**src/rtl/mem_access_unit.sv**
```systemverilog
// mem_access_unit: accepts writeback commands, runs the data-memory bus handshake
// for loads/stores, and returns one registered result pulse per command.
module mem_access_unit #(
    parameter int TIMEOUT = 16,
    parameter int CNT_W   = 5
) (
    input  logic        clk,
    input  logic        rst,
    input  logic        in_valid,
    output logic        in_ready,
    input  logic [4:0]  write_r,
    input  logic        write_en,
    input  logic [31:0] write_data,
    input  logic        read_mm,
    input  logic        write_mm,
    input  logic [31:0] mm_addr,
    output logic        bus_req,
    output logic        bus_we,
    output logic [31:0] bus_addr,
    output logic [31:0] bus_wdata,
    input  logic        bus_gnt,
    input  logic        bus_rvalid,
    input  logic [31:0] bus_rdata,
    output logic        wb_valid,
    output logic [4:0]  wb_r,
    output logic        wb_en,
    output logic [31:0] wb_data,
    output logic        err
);
    typedef enum logic [1:0] {IDLE, REQ, WAIT_R, DONE} state_t;
    state_t           state_q;
    logic [CNT_W-1:0] cnt_q;
    logic [4:0]       r_q;
    logic             en_q;
    logic             mem_op;
    logic             bad;
    logic             timeout;
    assign mem_op  = read_mm | write_mm;
    assign bad     = (read_mm & write_mm) | (mem_op & (mm_addr[1:0] != 2'b00));
    // Last allowed bus cycle: the counter would reach TIMEOUT-1 on this edge.
    assign timeout = cnt_q == CNT_W'(TIMEOUT - 2);
    always_ff @(posedge clk or posedge rst) begin
        if (rst) begin
            state_q   <= IDLE;
            cnt_q     <= '0;
            r_q       <= '0;
            en_q      <= 1'b0;
            in_ready  <= 1'b1;
            bus_req   <= 1'b0;
            bus_we    <= 1'b0;
            bus_addr  <= '0;
            bus_wdata <= '0;
            wb_valid  <= 1'b0;
            wb_r      <= '0;
            wb_en     <= 1'b0;
            wb_data   <= '0;
            err       <= 1'b0;
        end else begin
            wb_valid <= 1'b0;
            err      <= 1'b0;
            case (state_q)
                IDLE: if (in_valid) begin
                    in_ready <= 1'b0;
                    r_q      <= write_r;
                    en_q     <= write_en;
                    if (!mem_op || bad) begin
                        state_q  <= DONE;
                        wb_valid <= 1'b1;
                        wb_r     <= write_r;
                        wb_en    <= write_en & ~mem_op;
                        wb_data  <= write_data;
                        err      <= bad;
                    end else begin
                        state_q   <= REQ;
                        cnt_q     <= '0;
                        bus_req   <= 1'b1;
                        bus_we    <= write_mm;
                        bus_addr  <= mm_addr;
                        bus_wdata <= write_data;
                    end
                end
                REQ: begin
                    cnt_q <= cnt_q + 1'b1;
                    if (bus_gnt && bus_we) begin
                        state_q  <= DONE;
                        bus_req  <= 1'b0;
                        wb_valid <= 1'b1;
                        wb_r     <= r_q;
                        wb_en    <= 1'b0;
                        wb_data  <= bus_wdata;
                    end else if (timeout) begin
                        state_q  <= DONE;
                        bus_req  <= 1'b0;
                        wb_valid <= 1'b1;
                        wb_r     <= r_q;
                        wb_en    <= 1'b0;
                        err      <= 1'b1;
                    end else if (bus_gnt) begin
                        state_q <= WAIT_R;
                        bus_req <= 1'b0;
                    end
                end
                WAIT_R: begin
                    cnt_q <= cnt_q + 1'b1;
                    if (bus_rvalid) begin
                        state_q  <= DONE;
                        wb_valid <= 1'b1;
                        wb_r     <= r_q;
                        wb_en    <= en_q;
                        wb_data  <= bus_rdata;
                    end else if (timeout) begin
                        state_q  <= DONE;
                        wb_valid <= 1'b1;
                        wb_r     <= r_q;
                        wb_en    <= 1'b0;
                        err      <= 1'b1;
                    end
                end
                DONE: begin
                    state_q  <= IDLE;
                    in_ready <= 1'b1;
                end
                default: state_q <= IDLE;
            endcase
        end
    end
endmodule
```
**config.mk**
```make
export PLATFORM = sky130hd
export DESIGN_NAME = mem_access_unit
export DESIGN_NICKNAME = d
export VERILOG_FILES = /design/src/rtl/mem_access_unit.sv
export SDC_FILE = /design/constraint.sdc
export NUM_CORES = 1
export LEC_CHECK = 0
export ABC_CLOCK_PERIOD_IN_PS = 5450
export BUFFER_PORTS_ARGS = -buffer_cell sky130_fd_sc_hd__buf_4
export CAP_MARGIN = 15
export CORE_ASPECT_RATIO = 1.2
export CORE_MARGIN = 5
export CORE_UTILIZATION = 50
export CTS_BUF_LIST = sky130_fd_sc_hd__clkbuf_8
export DETAILED_ROUTE_END_ITERATION = 7
export PLACE_DENSITY = 0.79
export SLEW_MARGIN = 20
export SYNTH_ARGS = -nofsm -noshare
export SYNTH_HDL_FRONTEND = slang
export SYNTH_SLANG_ARGS = --single-unit
```
**constraint.sdc**
```tcl
create_clock -name clk -period 5.45 [get_ports clk]
set_input_delay 0.8175 -clock clk [delete_from_list [all_inputs] [get_ports clk]]
set_output_delay 0.8175 -clock clk [all_outputs]
set_load 0.05 [all_outputs]
```
==> results of run 1 <==
## kinds of logic after synthesis
| family | synth area share (%) |
|---|---|
| adders and majority gates | 1.31 |
| xor gates and xnor gates | 0.306 |
| and+or+nand+nor | 6.48 |
| DFF | 52.5 |
| AOI/OAI and AO/OA | 11.9 |
| muxes | 23.8 |
| buffers and inverters | 3.66 |
## state kept, by name, summed over array words and instances (netlist names)
name,count
wb_en,1
bus_addr,32
r_q,5
wb_r,5
cnt_q,5
state_q,2
err,1
bus_req,1
wb_data,32
en_q,1
in_ready,1
bus_we,1
wb_valid,1
bus_wdata,32
## layer usage
metal	track usage, %	up-vias	share of wire (%)
li1	-	2050	-
met1	27.5	2184	40
met2	38.5	194	50
met3	6.36	22	8.2
met4	8.17	0	1.7
met5	0	-	0
## layout make-up
class                           count  area share (%)
Multi-Input combinational cell    290            32.4
Timing Repair Buffer              220            21.3
Tap cell                          154            2.48
Clock inverter                     12            1.10
Inverter                            8           0.419
Sequential cell                   120            38.7
Clock buffer                       20            3.55
## path summary, 6_finish.rpt
| kind | startpoint | endpoint | slack, ps | cells past startpoint |
|---|---|---|---|---|
| max | state_q[0]$_DFFE_PP0P_ | bus_addr[19]$_DFFE_PP0P_ | 2460 | 6 |
| min | bus_addr[1]$_DFFE_PP0P_ | bus_addr[1]$_DFFE_PP0P_ | 500 | 1 |
| max reg2reg | state_q[0]$_DFFE_PP0P_ | bus_addr[19]$_DFFE_PP0P_ | 2460 | 6 |
| min reg2reg | bus_addr[1]$_DFFE_PP0P_ | bus_addr[1]$_DFFE_PP0P_ | 500 | 1 |
| max in group asynchronous | rst | wb_data[10]$_DFFE_PP0P_ | 3720 | 3 |
| min in group asynchronous | rst | bus_addr[9]$_DFFE_PP0P_ | 590 | 2 |
## cells in the final DEF, fill, tap and decap left out, drive strengths merged, types with 2 or more instances in the layout
cell type | Yosys | routed
a221o | 4 | 4
clkbuf | 8 | 20
and2 | 6 | 6
o31ai | 2 | 2
clkinv | 0 | 8
nor2 | 36 | 36
o211ai | 4 | 4
dfrtp | 119 | 119
ha | 6 | 6
nand3 | 5 | 5
and3 | 2 | 2
nor2b | 2 | 2
nand2b | 2 | 2
inv | 8 | 11
o21ai | 10 | 10
buf | 22 | 220
mux2 | 100 | 100
nand4b | 4 | 4
nand2 | 13 | 13
a22oi | 33 | 33
a21oi | 41 | 41
## metrics by stage
stage,hold slack [ps],instances,cell area (µm²)
after floorplan,472,448,5720
after global placement,479,792,7390
after detailed placement,483,792,7390
after CTS,503,824,7750
after global routing,513,824,7750
final,503,824,7750
==> out/qor.yml, run 1 <==
synth-seq-cells: 120
vias: 4450
grt_pass1_vias: 4696
antenna_found_initial: 0
final.period_utilization_pct: 54.9
worst-path-max-fanout: 37
worstPathRequired_ps: 5760
yosysMostFrequentCell: "dfrtp_1"
timing.critical_path.buf_inv: 2
postCtsHoldBufs: 0
cp_slowest_cell: "or3_4"
cts_root_buf: "clkbuf_8"
min_period_ps: 2990
finalClockSkew_ps: 9.08
clk_path_buf_depth: 2
viasPerCell: 5.40
post-cts-setup-buffers: 0
max_slew_margin_pct: 39.4
rsz0062_at_grt: "false"
port_buffers: 215
synth_top_area_cell: "dfrtp_1"
regArea_um2: 3000
cp_slowest_stage_delay_ps: 690
clock_sinks: 120
grt_usage_pct: 22.7
setup_violations: 0
hpwl_mm: 10.9
clk_latency_ps: 430
grt_first_pass_wirelength_mm: 24.2
fin_util_pct: 69.6
die_area_um2: 13700
die_w_um: 108
first_pass_iters: 4
routed_wl_mm: 15.6
syn-num-nets: 563
ys_top_cells_by_count: "119 x dfrtp_1, 60 x mux2_4, 41 x a21oi_1"
synth_edf_count: 0
first_iter_violations: 321
yosys.cell_types.count: 46
start_util_pct: 51.3
setup_ws_ps: 2460
endpoint_kind: "flop"
gp_congestion: 0.790
area_growth_pct: 35.7
synth-warning-count: 0
drv_slew: 0
yosysSeqAreaShare_pct: 52.5
netlist_area_um2: 5720
cts_tree: "done"
coreArea_um2: 11100
finalHoldViolCount: 0
synth_async_sr_flop_share_pct: 100
h-tree-depth: 4
status: "completed"
path_cells: "inv_1, ha_2, nand2_1, or3_4, buf_4, mux2_4"
grt_max_degree: 80
post_cts_resized: 0
rows: 42
pre_cts_slack_ps: 2310
yosys_most_used_dff: "dfrtp_1"
hp-class: "reg2reg"
wl_per_cell_um: 18.9
multiInputGateArea_um2: 2510
max_freq_mhz: 334
ios: 216
critPathTopFamily: "simple AND/OR/NAND/NOR gates"
crit_arrival_ps: 3300
synth.area.top_cells: "dfrtp_1 52%, mux2_4 16%, mux2_2 7.5%, a22oi_1 4.3%, a21oi_1 3.6%"
clkTransAtPathRegs_ps: 70
drive_gt1_share_pct: 52.7
drc_errors: 0
startpoint_type: "flop"
worst_pin_slew_ps: 909
tns_ps: 0
cts_buffers: 17
synth_cells: 448
drtAntennaViolNets: 0
diodes: 0
cap_violations: 0
dieHeight_um: 127
path_class: "reg2reg"
grt_overflow_total: 0
nNetsFinal: 772
fill_cells: 815
syn_area_per_cell_um2: 12.8
synth_top_area_share_pct: 52.1
Power of run 1 is not shown: default switching activity piles up to over one toggle a cycle in this logic, so the estimate is an artifact.
==> run 2: changes to the inputs <==
--- a/config.mk
+++ b/config.mk
@@ -5,15 +5,15 @@
 export SDC_FILE = /design/constraint.sdc
 export NUM_CORES = 1
 export LEC_CHECK = 0
-export ABC_CLOCK_PERIOD_IN_PS = 5450
+export ABC_CLOCK_PERIOD_IN_PS = 2700
 export BUFFER_PORTS_ARGS = -buffer_cell sky130_fd_sc_hd__buf_4
 export CAP_MARGIN = 15
 export CORE_ASPECT_RATIO = 1.2
 export CORE_MARGIN = 5
-export CORE_UTILIZATION = 50
+export CORE_UTILIZATION = 46
 export CTS_BUF_LIST = sky130_fd_sc_hd__clkbuf_8
 export DETAILED_ROUTE_END_ITERATION = 7
-export PLACE_DENSITY = 0.79
+export PLACE_DENSITY = 0.77
 export SLEW_MARGIN = 20
 export SYNTH_ARGS = -nofsm -noshare
 export SYNTH_HDL_FRONTEND = slang
==> constraint.sdc (replaced) <==
create_clock -name clk -period 2.7 [get_ports clk]
set_input_delay 0.405 -clock clk [delete_from_list [all_inputs] [get_ports clk]]
set_output_delay 0.405 -clock clk [all_outputs]
set_load 0.05 [all_outputs]
==> out/qor.yml, run 2 (synthesis gave the netlist of run 1 again) <==
diodes: 0
area_growth_pct: 38.8
cts_tree: "done"
top_regs: "bus_addr x32, bus_wdata x32, wb_data x32"
dieHeight_um: 132
grt_usage_pct: 20.9
cts_buffers: 17
grt_first_pass_wirelength_mm: 24.9
final_common_cell: "buf_4"
max_freq_mhz: 454
die_area_um2: 14800
viasPerCell: 5.41
h-tree-depth: 4
first_iter_violations: 231
start_util_pct: 47.0
path_class: "reg2reg"
post-cts-setup-buffers: 0
first_pass_iters: 5
final.period_utilization_pct: 81.6
max_slew_margin_pct: 49.3
grt_overflow_total: 0
drtAntennaViolNets: 0
hp-class: "in2reg"
clk_latency_ps: 430
setup_violations: 0
hp-start: "mm_addr[5]"
ios: 216
drive_gt1_share_pct: 53.5
wl_per_cell_um: 18.2
gp_congestion: 0.831
rrSetupSlack_ps: 500
worstPathRequired_ps: 3010
coreArea_um2: 12200
clk_path_buf_depth: 2
finalClockSkew_ps: 8.64
crit_arrival_ps: 2510
hpwl_mm: 11.1
drv_slew: 0
final_cell_mix: "228 x buf_4, 119 x dfrtp_1, 60 x mux2_4"
cp-startpoint: "state_q[0]$_DFFE_PP0P_"
post_cts_resized: 0
drc_errors: 0
antenna_found_initial: 0
grt_pass1_vias: 4928
port_buffers: 215
tns_ps: 0
die_w_um: 112
clock_sinks: 120
nNetsFinal: 782
vias: 4541
worst_pin_slew_ps: 754
min_period_ps: 2200
clkTransAtPathRegs_ps: 70
status: "completed"
r2r-start: "state_q[0]$_DFFE_PP0P_"
endpoint_kind: "flop"
cap_violations: 0
rows: 44
worst-path-max-fanout: 38
routed_wl_mm: 15.3
grt_max_degree: 110
rsz0062_at_grt: "false"
cts_root_buf: "clkbuf_8"
finalHoldViolCount: 0
startpoint_type: "flop"
postCtsHoldBufs: 1
==> run 2: metrics by stage <==
step	worst slack, ps	area, µm²	utilization [%]	hold slack (ps)	instances
after global placement	618	7480	61.5	372	808
after floorplan	785	5720	-	472	448
after global routing	415	7940	65.2	164	840
after CTS	506	7940	65.2	153	840
final	497	7940	65.2	199	840
after detailed placement	549	7480	61.5	380	808
==> run 2: worst paths after layout <==
| path | endpoint | cells after the start |
|---|---|---|
| max | bus_wdata[4]$_DFFE_PP0P_ | 6 |
| min | bus_addr[5]$_DFFE_PP0P_ | 2 |
| max reg2reg | bus_wdata[4]$_DFFE_PP0P_ | 6 |
| min reg2reg | bus_addr[0]$_DFFE_PP0P_ | 1 |
| max in group asynchronous | in_ready$_DFFE_PP1P_ | 4 |
| min in group asynchronous | bus_addr[22]$_DFFE_PP0P_ | 3 |
==> run 2: final cells by class <==
type,instances,area (µm²)
multi-input cells,290,2510
clock inverters,7,113
clock buffers,24,330
well taps,161,201
fillers,940,4230
inverters,8,33.8
flip-flops and latches,120,3000
repair buffers,230,1740
==> run 2: critical path, cell delays in order (launching register included) <==
cell,delay [ps]
dfrtp_1,410
inv_1,110
ha_2,300
nand2_1,100
or3_4,400
buf_4,330
mux2_4,390
==> run 2: layer usage <==
metal | GRT usage (%) | share of wire (%) | vias to the layer above
met4 | 9.13 | 2.4 | 0
met1 | 24.1 | 40 | 2234
li1 | - | - | 2070
met2 | 36.0 | 51 | 206
met3 | 6.06 | 7.0 | 31
met5 | 0 | 0 | -
Power of run 2 is left out for the same reason.
